--- src/rtl/pool2_controller.sv ---
// Pooling-stage sequencer: walks IFMs in 2x2 row-pair/column order, issues paired row reads,
// and times fifo/pool enables and next-IFM writes through a 3-stage pipeline.
module pool2_controller #(
  parameter int IFM_SIZE              = 14,
  parameter int IFM_DEPTH             = 3,
  parameter int KERNAL_SIZE           = 2,
  parameter int NUMBER_OF_UNITS       = 3,
  parameter int IFM_SIZE_NEXT         = (IFM_SIZE - KERNAL_SIZE) / 2 + 1,
  parameter int NUM_PASSES            = (IFM_DEPTH + NUMBER_OF_UNITS - 1) / NUMBER_OF_UNITS,
  parameter int ADDRESS_SIZE_IFM      = $clog2(IFM_SIZE * IFM_SIZE),
  parameter int ADDRESS_SIZE_NEXT_IFM = $clog2(IFM_SIZE_NEXT * IFM_SIZE_NEXT),
  parameter int PASS_WIDTH            = (NUM_PASSES > 1) ? $clog2(NUM_PASSES) : 1
) (
  input  logic                             clk,
  input  logic                             reset,
  input  logic                             start,
  output logic                             busy,
  output logic                             done,
  output logic                             rd_en,
  output logic [ADDRESS_SIZE_IFM-1:0]      rd_addr_A,
  output logic [ADDRESS_SIZE_IFM-1:0]      rd_addr_B,
  output logic                             fifo_enable,
  output logic                             pool_enable,
  output logic                             wr_en,
  output logic [ADDRESS_SIZE_NEXT_IFM-1:0] wr_addr,
  output logic [PASS_WIDTH-1:0]            pass_index
);

  localparam int S    = IFM_SIZE_NEXT;
  localparam int ColW = $clog2(2 * S);
  localparam int RowW = (S > 1) ? $clog2(S) : 1;
  localparam int AW   = ADDRESS_SIZE_IFM;

  localparam logic [ColW-1:0]       ColLast  = ColW'(2 * S - 1);
  localparam logic [RowW-1:0]       RowLast  = RowW'(S - 1);
  localparam logic [AW-1:0]         RowLen   = AW'(IFM_SIZE);
  // From the last column of one row pair to column 0 of the next pair (skips an odd tail column)
  localparam logic [AW-1:0]         RowStep  = AW'(1 + IFM_SIZE + (IFM_SIZE - 2 * S));
  localparam logic [PASS_WIDTH-1:0] PassLast = PASS_WIDTH'(NUM_PASSES - 1);

  typedef enum logic [1:0] {StIdle, StRead, StDrain, StDone} state_e;

  state_e                           state_q, state_d;
  logic [ColW-1:0]                  col_q, col_d;
  logic [RowW-1:0]                  row_q, row_d;
  logic [AW-1:0]                    addr_a_q, addr_a_d;
  logic [AW-1:0]                    addr_b_q, addr_b_d;
  logic [1:0]                       drain_q, drain_d;
  logic [PASS_WIDTH-1:0]            pass_q, pass_d;
  logic [ADDRESS_SIZE_NEXT_IFM-1:0] wr_addr_q, wr_addr_d;
  logic                             rd_en_q, busy_q, done_q;
  logic [2:0]                       pipe_en_q, pipe_odd_q;

  always_ff @(posedge clk or negedge reset) begin
    if (!reset) begin
      state_q    <= StIdle;
      col_q      <= '0;
      row_q      <= '0;
      addr_a_q   <= '0;
      addr_b_q   <= '0;
      drain_q    <= '0;
      pass_q     <= '0;
      wr_addr_q  <= '0;
      rd_en_q    <= 1'b0;
      busy_q     <= 1'b0;
      done_q     <= 1'b0;
      pipe_en_q  <= '0;
      pipe_odd_q <= '0;
    end else begin
      state_q    <= state_d;
      col_q      <= col_d;
      row_q      <= row_d;
      addr_a_q   <= addr_a_d;
      addr_b_q   <= addr_b_d;
      drain_q    <= drain_d;
      pass_q     <= pass_d;
      wr_addr_q  <= wr_addr_d;
      rd_en_q    <= (state_d == StRead);
      busy_q     <= (state_d != StIdle);
      done_q     <= (state_d == StDone);
      // Stage 0 tracks the read issued this cycle and whether it closes a 2x2 window
      pipe_en_q  <= {pipe_en_q[1:0], rd_en_q};
      pipe_odd_q <= {pipe_odd_q[1:0], col_q[0]};
    end
  end

  always_comb begin
    state_d   = state_q;
    col_d     = col_q;
    row_d     = row_q;
    addr_a_d  = addr_a_q;
    addr_b_d  = addr_b_q;
    drain_d   = drain_q;
    pass_d    = pass_q;
    wr_addr_d = wr_addr_q;

    if (wr_en) begin
      wr_addr_d = wr_addr_q + 1'b1;
    end

    unique case (state_q)
      StIdle: begin
        if (start) begin
          state_d   = StRead;
          col_d     = '0;
          row_d     = '0;
          addr_a_d  = '0;
          addr_b_d  = RowLen;
          wr_addr_d = '0;
          pass_d    = '0;
        end
      end
      StRead: begin
        if (col_q == ColLast) begin
          col_d = '0;
          if (row_q == RowLast) begin
            state_d  = StDrain;
            drain_d  = '0;
            addr_a_d = '0;
            addr_b_d = '0;
          end else begin
            row_d    = row_q + 1'b1;
            addr_a_d = addr_a_q + RowStep;
            addr_b_d = addr_b_q + RowStep;
          end
        end else begin
          col_d    = col_q + 1'b1;
          addr_a_d = addr_a_q + 1'b1;
          addr_b_d = addr_b_q + 1'b1;
        end
      end
      StDrain: begin
        if (drain_q == 2'd2) begin
          if (pass_q != PassLast) begin
            // Last write of this pass lands now, so clearing wr_addr cannot overlap passes
            state_d   = StRead;
            pass_d    = pass_q + 1'b1;
            col_d     = '0;
            row_d     = '0;
            addr_a_d  = '0;
            addr_b_d  = RowLen;
            wr_addr_d = '0;
          end else begin
            state_d = StDone;
          end
        end else begin
          drain_d = drain_q + 2'd1;
        end
      end
      StDone: begin
        state_d = StIdle;
      end
      default: begin
        state_d = StIdle;
      end
    endcase
  end

  assign busy        = busy_q;
  assign done        = done_q;
  assign rd_en       = rd_en_q;
  assign rd_addr_A   = addr_a_q;
  assign rd_addr_B   = addr_b_q;
  assign fifo_enable = pipe_en_q[0];
  assign pool_enable = pipe_en_q[1] & pipe_odd_q[1];
  assign wr_en       = pipe_en_q[2] & pipe_odd_q[2];
  assign wr_addr     = wr_addr_q;
  assign pass_index  = pass_q;

endmodule

--- config.mk ---
export PLATFORM = sky130hd
export DESIGN_NAME = pool2_controller
export DESIGN_NICKNAME = d
export VERILOG_FILES = /design/src/rtl/pool2_controller.sv
export SDC_FILE = /design/constraint.sdc
export NUM_CORES = 1
export LEC_CHECK = 0
export CAP_MARGIN = 40
export CORE_ASPECT_RATIO = 1.1
export CORE_UTILIZATION = 57
export DETAILED_ROUTE_END_ITERATION = 10
export GPL_TIMING_DRIVEN = 0
export HOLD_SLACK_MARGIN = 0.05
export PLACE_DENSITY = 0.82
export SYNTH_ARGS = -nofsm -noshare
export SYNTH_HDL_FRONTEND = slang
export SYNTH_SLANG_ARGS = --single-unit
--- constraint.sdc ---
create_clock -name clk -period 2.7 [get_ports clk]
set_input_delay 0.54 -clock clk [delete_from_list [all_inputs] [get_ports clk]]
set_output_delay 0.54 -clock clk [all_outputs]
set_load 0.05 [all_outputs]
==> metrics.cfg, run 1 <==
[power_and_ir_drop]
ir_drop_v = 0.0003351
power_density_mw_per_mm2 = 609.8
p_leak_nw = 1.193
fin_total_pwr_mw = 1.707

[logic_synthesis]
yosys_most_used_dff = dfrtp_1
yosysUniqueCellTypes = 54
ys_seq_elements = 42
avgSynthCellArea_um2 = 9.924
syn_nets = 246
post-synth-top-area-cell = dfrtp_1
synth_cells = 233
yosysWarnings = 0
synth_edf_count = 0
synthTopCellsByCount = dfrtp_1, nand2_1, a21oi_1, nor2_1, inv_1
ys_seq_area_share_pct = 45.45
synth_top_area_share_pct = 45.45
yosysMostFrequentCell = dfrtp_1
ys_async_sr_fraction_pct = 100.0
synth_area_leaders = dfrtp_1, ha_1, mux2i_1, a21oi_1, nand2_1
synth_area_mm2 = 0.002312

[clocking]
clock_latency_ps = 300
cts_setup_buffers = 0
ctsResizeCount = 0
clk_path_buf_depth = 2
cts_tree = done
htree_num_levels = 2
cts_hold_buf = 0
clock_sinks = 42
clockRootBuffer = clkbuf_8
clkTransAtPathRegs_ps = 80
numCtsBuffers = 5

[hold_path]
hp-class = in2async

[sta]
fin_skew_ps = 6.201
drv_slew = 0
slew_headroom_pct = 48.78
fin_tns_setup_ps = 0
hold_viol_final = 0
worst_slew_pin_slew_ps = 765.5
holdWs_ps = 141.9
max_freq_mhz = 415.0
fin_crit_sh_pct = 89.24
grt_setup_unrepaired = false
worst_slack_ps = 290.4
setup_viol = 0
finalCriticalPeriod_ps = 2410

[floorplan]
dieArea_mm2 = 0.004315
rows = 23
io_pins = 32
fp.coreArea_mm2 = 0.003770
dieHeight_um = 68.80
fp.dieW_um = 62.73
initial_core_util_pct = 61.33

[setup_path]
critical_path.cell_chain = and2_1, clkbuf_1, clkdlybuf4s50_1
path_class = reg2out
cp.required_ps = 2160
worstPathArrival_ps = 1870
worst_setup_path_start_kind = register
cp_max_fo = 8
slowest_stage = clkdlybuf4s50_1
end_kind = primary output
max_stage_delay_ps = 860

[finish]
drive_gt1_share_pct = 10.29
num_antenna_cells = 0
synthToLayoutAreaGrowth_pct = 21.05
multiInputGateArea_mm2 = 0.001142
seqCellArea_mm2 = 0.001051
fillCellCount = 277
post-route-util_pct = 74.24
num-nets-final = 284

[grt]
grt.overflow.total = 0
grt_max_degree = 29
grt_use_total_pct = 25.63
antenna_found_initial = 0
grt_pass1_vias = 1890
grt_pass1_wl_um = 8438

[placed_design]
dp_slack_ps = 531.9
hpwlAfterDp_um = 3507
portBuffers = 30
gp_congestion = 0.8468

[route]
wirelength_um = 5052
ant_nets = 0
drc = 0
wire_per_inst_um = 15.69
drt_pre_antenna_iters = 5
drtIter0Drc = 193
via_per_inst = 6.096
vias = 1963

[status]
status = completed

[job]
drv_cap = 0

==> worst paths after layout <==
kind	startpoint	to	slack, ps	cells past startpoint
min in group clk	pipe_odd_q[0]	pipe_odd_q[1]	370	0
setup / recovery	pipe_en_q[2]	wr_en	290	3
setup reg to reg	row_q[0]	rd_addr_A[7]	830	7
hold / removal	reset	rd_addr_B[3]	140	1
hold reg to reg	pipe_odd_q[0]	pipe_odd_q[1]	370	0
max in group asynchronous	reset	col_q[1]	2090	2
==> sequential cells by signal (all words and copies together), names as in the netlist, 2 cells and up <==
register    cells
row_q           3
drain_q         2
rd_addr_A       8
col_q           4
pipe_odd_q      3
state_q         2
rd_addr_B       8
pipe_en_q       3
wr_addr         6
==> kinds of logic (layout without fill, tap and decap cells) <==
| logic type | Yosys count | after routing | synth area share (%) |
|---|---|---|---|
| buf+inv | 22 | 61 | 5.141 |
| fa+ha+maj | 10 | 10 | 5.411 |
| simple gates | 88 | 88 | 21.59 |
| flops | 42 | 42 | 45.45 |
| xor+xnor | 8 | 8 | 3.030 |
| compound gates | 54 | 54 | 15.75 |
| other cells | 1 | 1 | 0.1622 |
| mux | 8 | 8 | 3.463 |
==> cell usage in the layout, fill, tap and decap left out, types with 9 or more instances in the layout <==
master           Yosys  routed
nand2_1             16      16
nor3_1               9       9
dfrtp_1             42      42
inv_1               11      11
o21ai_0              9       9
nand3_1             10      10
nor2_1              12      12
clkdlybuf4s50_1      0      29
a21oi_1             12      12
ha_1                10      10
==> final cells by class <==
cell class | count | share of cell area [%]
tap | 50 | 2.235
sequential | 42 | 37.55
clock inverter | 3 | 1.430
buffer | 11 | 2.772
clock buffer | 5 | 2.459
timing repair buffer | 31 | 11.27
multi-input combinational | 169 | 40.81
inverter | 11 | 1.475
==> layer usage <==
metal | vias to the layer above | wire length, um | global-route usage (%)
met2 | 83 | 2591 | 46.33
li1 | 922 | - | -
met4 | 0 | 63 | 12.21
met3 | 6 | 314 | 4.770
met5 | - | 0 | 0
met1 | 952 | 2082 | 29.96
==> power breakdown <==
group / switching [mW] / internal (mW) / leakage (nW)
sequential: 0.0648 / 0.689 / 0.478
combinational: 0.302 / 0.156 / 0.657
clock: 0.222 / 0.272 / 0.0579
==> per-stage QoR <==
stage	area, um^2	instances
after floorplan	2312	233
after global placement	2675	313
after detailed placement	2690	314
after CTS	2799	322
after global routing	2799	322
final	2799	322
==> critical path, delay by kind of cell (launching register included) <==
family	cells	cell delay [ps]
buffers and inverters	2	1120
DFF	1	330
and+or+nand+nor	1	120
(Power assumes the default switching activity.)
==> run 2: changes to the inputs <==
Settings changed: CAP_MARGIN 40 to 20.
==> run 2 against run 1 <==
  * Critical endpoint unchanged
  * Cell count is the same
  * Critical path depth is the same
  * Highest routed layer unchanged
  * Count of clock-buffer cells in the layout did not move
  * Sequential power hardly changed
  * Wire length stayed put
  * Global-route usage unchanged
  * Register-to-register slack about the same
  * First-iteration DRC count is the same
  * Combinational power about the same
==> metrics.cfg, run 2 (synthesis results as in run 1) <==
[finish]
final_cell_mix = dfrtp_1, clkdlybuf4s50_1, nand2_1
layoutNonFillerInstCount = 322
fillCellCount = 277
stdcell_area_mm2 = 0.002799
num_antenna_cells = 0
num-nets-final = 284
final_common_cell = dfrtp_1
drive_gt1_share_pct = 10.29
post-route-util_pct = 74.24
synthToLayoutAreaGrowth_pct = 21.05

[sta]
holdWs_ps = 141.9
slew_headroom_pct = 48.78
fin_tns_setup_ps = 0
max_freq_mhz = 415.0
finalCriticalPeriod_ps = 2410
fin_skew_ps = 6.201
fin_crit_sh_pct = 89.24
drv_slew = 0
worst_slew_pin_slew_ps = 765.5
setup_viol = 0
grt_setup_unrepaired = false
hold_viol_final = 0

[clocking]
clk_path_buf_depth = 2
numCtsBuffers = 5
clock_latency_ps = 300
clockRootBuffer = clkbuf_8
htree_num_levels = 2
cts_tree = done
ctsResizeCount = 0
clock_sinks = 42
cts_setup_buffers = 0
cts_hold_buf = 0
clkTransAtPathRegs_ps = 80

[floorplan]
io_pins = 32
dieHeight_um = 68.80
fp.dieW_um = 62.73
dieArea_mm2 = 0.004315
initial_core_util_pct = 61.33
fp.coreArea_mm2 = 0.003770
rows = 23

[placed_design]
dpl.cell_count = 314
portBuffers = 30
hpwlAfterDp_um = 3507
gp_congestion = 0.8468
dpl_cell_area_mm2 = 0.002690

[route]
wire_per_inst_um = 15.69
wirelength_um = 5052
drc = 0
via_per_inst = 6.096
drt_pre_antenna_iters = 5
drtIter0Drc = 193
ant_nets = 0
vias = 1963

[job]
drv_cap = 0

[grt]
grt_pass1_wl_um = 8438
grt_use_total_pct = 25.63
grt.overflow.total = 0
antenna_found_initial = 0
grt_pass1_vias = 1890
grt_max_degree = 29

[setup_path]
regToRegEndpoint = rd_addr_A[7]
cp_max_fo = 8
path_class = reg2out
r2r_start = row_q[0]
worst_setup_path_start_kind = register
cp.required_ps = 2160
worstPathArrival_ps = 1870
r2r_cells = 7
end_kind = primary output
reg2reg_slack_ps = 830

[hold_path]
hp-class = in2async

[power_and_ir_drop]
ir_drop_v = 0.0003351
power_density_mw_per_mm2 = 609.8
p_leak_nw = 1.193

[status]
status = completed

[run 2: worst max-delay path by stage]
| stage | startpoint | cells after the start | endpoint | slack (ps) |
|---|---|---|---|---|
| after floorplan | rd_addr_A[0] | 6 | rd_addr_A[6] | 880 |
| after global placement | reset | 1 | rd_addr_A[3] | -5 |
| after detailed placement | start | 5 | rd_addr_A[4] | 530 |
| after CTS | pipe_en_q[2] | 3 | wr_en | 280 |
| after global routing | pipe_en_q[2] | 3 | wr_en | 210 |
| final | pipe_en_q[2] | 3 | wr_en | 290 |
[run 2: final cells by class]
cell class                 instances  area [um^2]  share of cell area [%]
tap                               50        62.56                   2.235
timing repair buffer              31        315.3                   11.27
multi-input combinational        169         1142                   40.81
inverter                          11        41.29                   1.475
sequential                        42         1051                   37.55
buffer                            11        77.57                   2.772
clock inverter                     3        40.04                   1.430
clock buffer                       5        68.82                   2.459
[run 2: layer usage]
| layer | vias to the layer above | routed length (um) | global-route usage, % |
|---|---|---|---|
| li1 | 922 | - | - |
| met1 | 952 | 2082 | 29.96 |
| met2 | 83 | 2591 | 46.33 |
| met3 | 6 | 314 | 4.770 |
| met4 | 0 | 63 | 12.21 |
| met5 | - | 0 | 0 |
[run 2: critical path, cell delays in order, from the launching register on]
cell and delay, ps:
dfrtp_1 330, and2_1 120, clkbuf_1 260, clkdlybuf4s50_1 860
[run 2: metrics by stage]
step / total power, mW / worst slack, ps
finish: 1.707 / 290.4
global route: 1.776 / 208.8
CTS: 1.715 / 276.9
detailed placement: 1.227 / 531.9
global placement: 1.214 / -4.551
floorplan: 1.064 / 877.4
[run 2: power breakdown]
| part | leakage [nW] | total [mW] | switching [mW] | internal, mW |
|---|---|---|---|---|
| registers | 0.478 | 0.754 | 0.0648 | 0.689 |
| clock network | 0.0579 | 0.494 | 0.222 | 0.272 |
| logic | 0.657 | 0.458 | 0.302 | 0.156 |
| total | 1.19 | 1.71 | 0.589 | 1.12 |
==> run 3: changes to the inputs <==
Settings changed: CORE_ASPECT_RATIO 1.1 to 0.6, CORE_MARGIN from default to 4.
==> run 3 against run 2 <==
  * Count of clock-buffer cells in the layout grew 2
  * Setup slack worse by 19 ps
  * Total power down 6.3%
  * Core utilization shrank 1.0 points
  * Fmax shrank 0.79%
  * Non-clock buffer count grew 1
  * Clock power shrank 23%
  * Cell area is 0.94% lower
  * Combinational power rose by 1%
  * Largest cell class unchanged
  * Die area is 20% higher
  * Cell count is 0.93% lower
  * Global-route usage down 4.9 points
==> metrics.cfg, run 3 (synthesis results as in run 1) <==
[status]
status = completed

[power_and_ir_drop]
power_density_mw_per_mm2 = 576.6
ir_drop_v = 0.0003184
p_leak_nw = 1.178

[sta]
slew_headroom_pct = 55.24
fin_tns_setup_ps = 0
max_freq_mhz = 411.7
worst_slew_pin_slew_ps = 669.0
drv_slew = 0
setup_viol = 0
worst_slack_ps = 271.2
fin_crit_sh_pct = 89.95
fin_skew_ps = 10.50
finalCriticalPeriod_ps = 2429
hold_viol_final = 0
grt_setup_unrepaired = false

[floorplan]
initial_core_util_pct = 61.07
rows = 17
dieArea_mm2 = 0.005173
fp.dieW_um = 90.23
fp.coreArea_mm2 = 0.003786
dieHeight_um = 57.34
io_pins = 32

[placed_design]
gp_congestion = 0.8290
portBuffers = 30
dpl.cell_count = 311
dp_slack_ps = 556.9
hpwlAfterDp_um = 3697

[job]
drv_cap = 0

[grt]
grt.overflow.total = 0
grt_max_degree = 41
grt_use_total_pct = 20.72
grt_pass1_wl_um = 8569
antenna_found_initial = 0
grt_pass1_vias = 1744

[setup_path]
slowest_stage = clkdlybuf4s50_1
regToRegEndpoint = rd_addr_A[7]
worst_setup_path_start_kind = register
cp-startpoint = pipe_odd_q[2]
worstPathArrival_ps = 1890
cp_max_fo = 8
reg2reg_slack_ps = 850
r2r_cells = 7
cp.required_ps = 2160
max_stage_delay_ps = 870
critical_path.cell_chain = and2_1, clkbuf_1, clkdlybuf4s50_1
path_class = reg2out
end_kind = primary output
r2r_start = row_q[0]

[clocking]
cts_tree = done
ctsResizeCount = 0
numCtsBuffers = 5
clock_sinks = 42
cts_hold_buf = 1
htree_num_levels = 2
clockRootBuffer = clkbuf_8
clock_latency_ps = 290
clk_path_buf_depth = 2
clkTransAtPathRegs_ps = 80
cts_setup_buffers = 0

[finish]
layoutNonFillerInstCount = 319
post-route-util_pct = 73.23
num-nets-final = 285
final_common_cell = dfrtp_1
num_antenna_cells = 0
drive_gt1_share_pct = 9.191
synthToLayoutAreaGrowth_pct = 19.91
final_cell_mix = dfrtp_1, clkdlybuf4s50_1, nand2_1

[route]
drc = 0
ant_nets = 0
drtIter0Drc = 125
vias = 1913
wire_per_inst_um = 15.71
via_per_inst = 5.997
drt_pre_antenna_iters = 4
wirelength_um = 5012

[hold_path]
worstHoldStart = pipe_odd_q[0]
hold_end = pipe_odd_q[1]
hold_depth = 0
hp-class = reg2reg

==> run 3: cell count changes in the layout (fill, tap and decap cells not counted), sizes merged <==
| cell | before | now |
|---|---|---|
| bufinv | 1 | 0 |
| clkinv | 2 | 0 |
| clkbuf | 7 | 9 |
| dlygate4sd3 | 0 | 1 |
==> run 3: layout make-up <==
type | instances | area (um^2)
clock buffers | 7 | 76.32
flip-flops and latches | 42 | 1051
multi-input cells | 169 | 1142
repair buffers | 32 | 325.3
plain buffers | 11 | 77.57
inverters | 11 | 41.29
well taps | 47 | 58.81
fillers | 285 | 1013
==> run 3: worst max path at each step <==
stage | endpoint | depth (start not counted)
after floorplan | rd_addr_A[6] | 6
after global placement | wr_addr[4] | 1
after detailed placement | rd_addr_A[4] | 5
after CTS | wr_en | 3
after global routing | wr_en | 3
final | wr_en | 3
==> run 3: power breakdown <==
group | internal, mW | switching, mW | leakage [nW]
logic | 0.158 | 0.305 | 0.661
registers | 0.689 | 0.0669 | 0.478
clock network | 0.178 | 0.201 | 0.0383
==> run 3: critical path, delay by kind of cell, from the launching register on <==
kind | cells | cell delay (ps)
buffers and inverters | 2 | 1140
DFF | 1 | 340
and+or+nand+nor | 1 | 120
==> run 3: through the flow <==
stage	hold slack [ps]	total power, mW	cell area (um^2)
final	355.9	1.599	2773
after global routing	371.6	1.671	2773
after CTS	359.3	1.607	2773
after detailed placement	342.7	1.233	2686
after global placement	333.1	1.219	2671
after floorplan	244.4	1.064	2312
==> run 3: metal layers <==
| layer | vias up | track usage (%) | wire length, um |
|---|---|---|---|
| li1 | 923 | - | - |
| met1 | 916 | 32.10 | 2502 |
| met3 | 6 | 4.348 | 324 |
| met2 | 68 | 29.09 | 2140 |
| met4 | 0 | 5.882 | 44 |
| met5 | - | 0 | 0 |
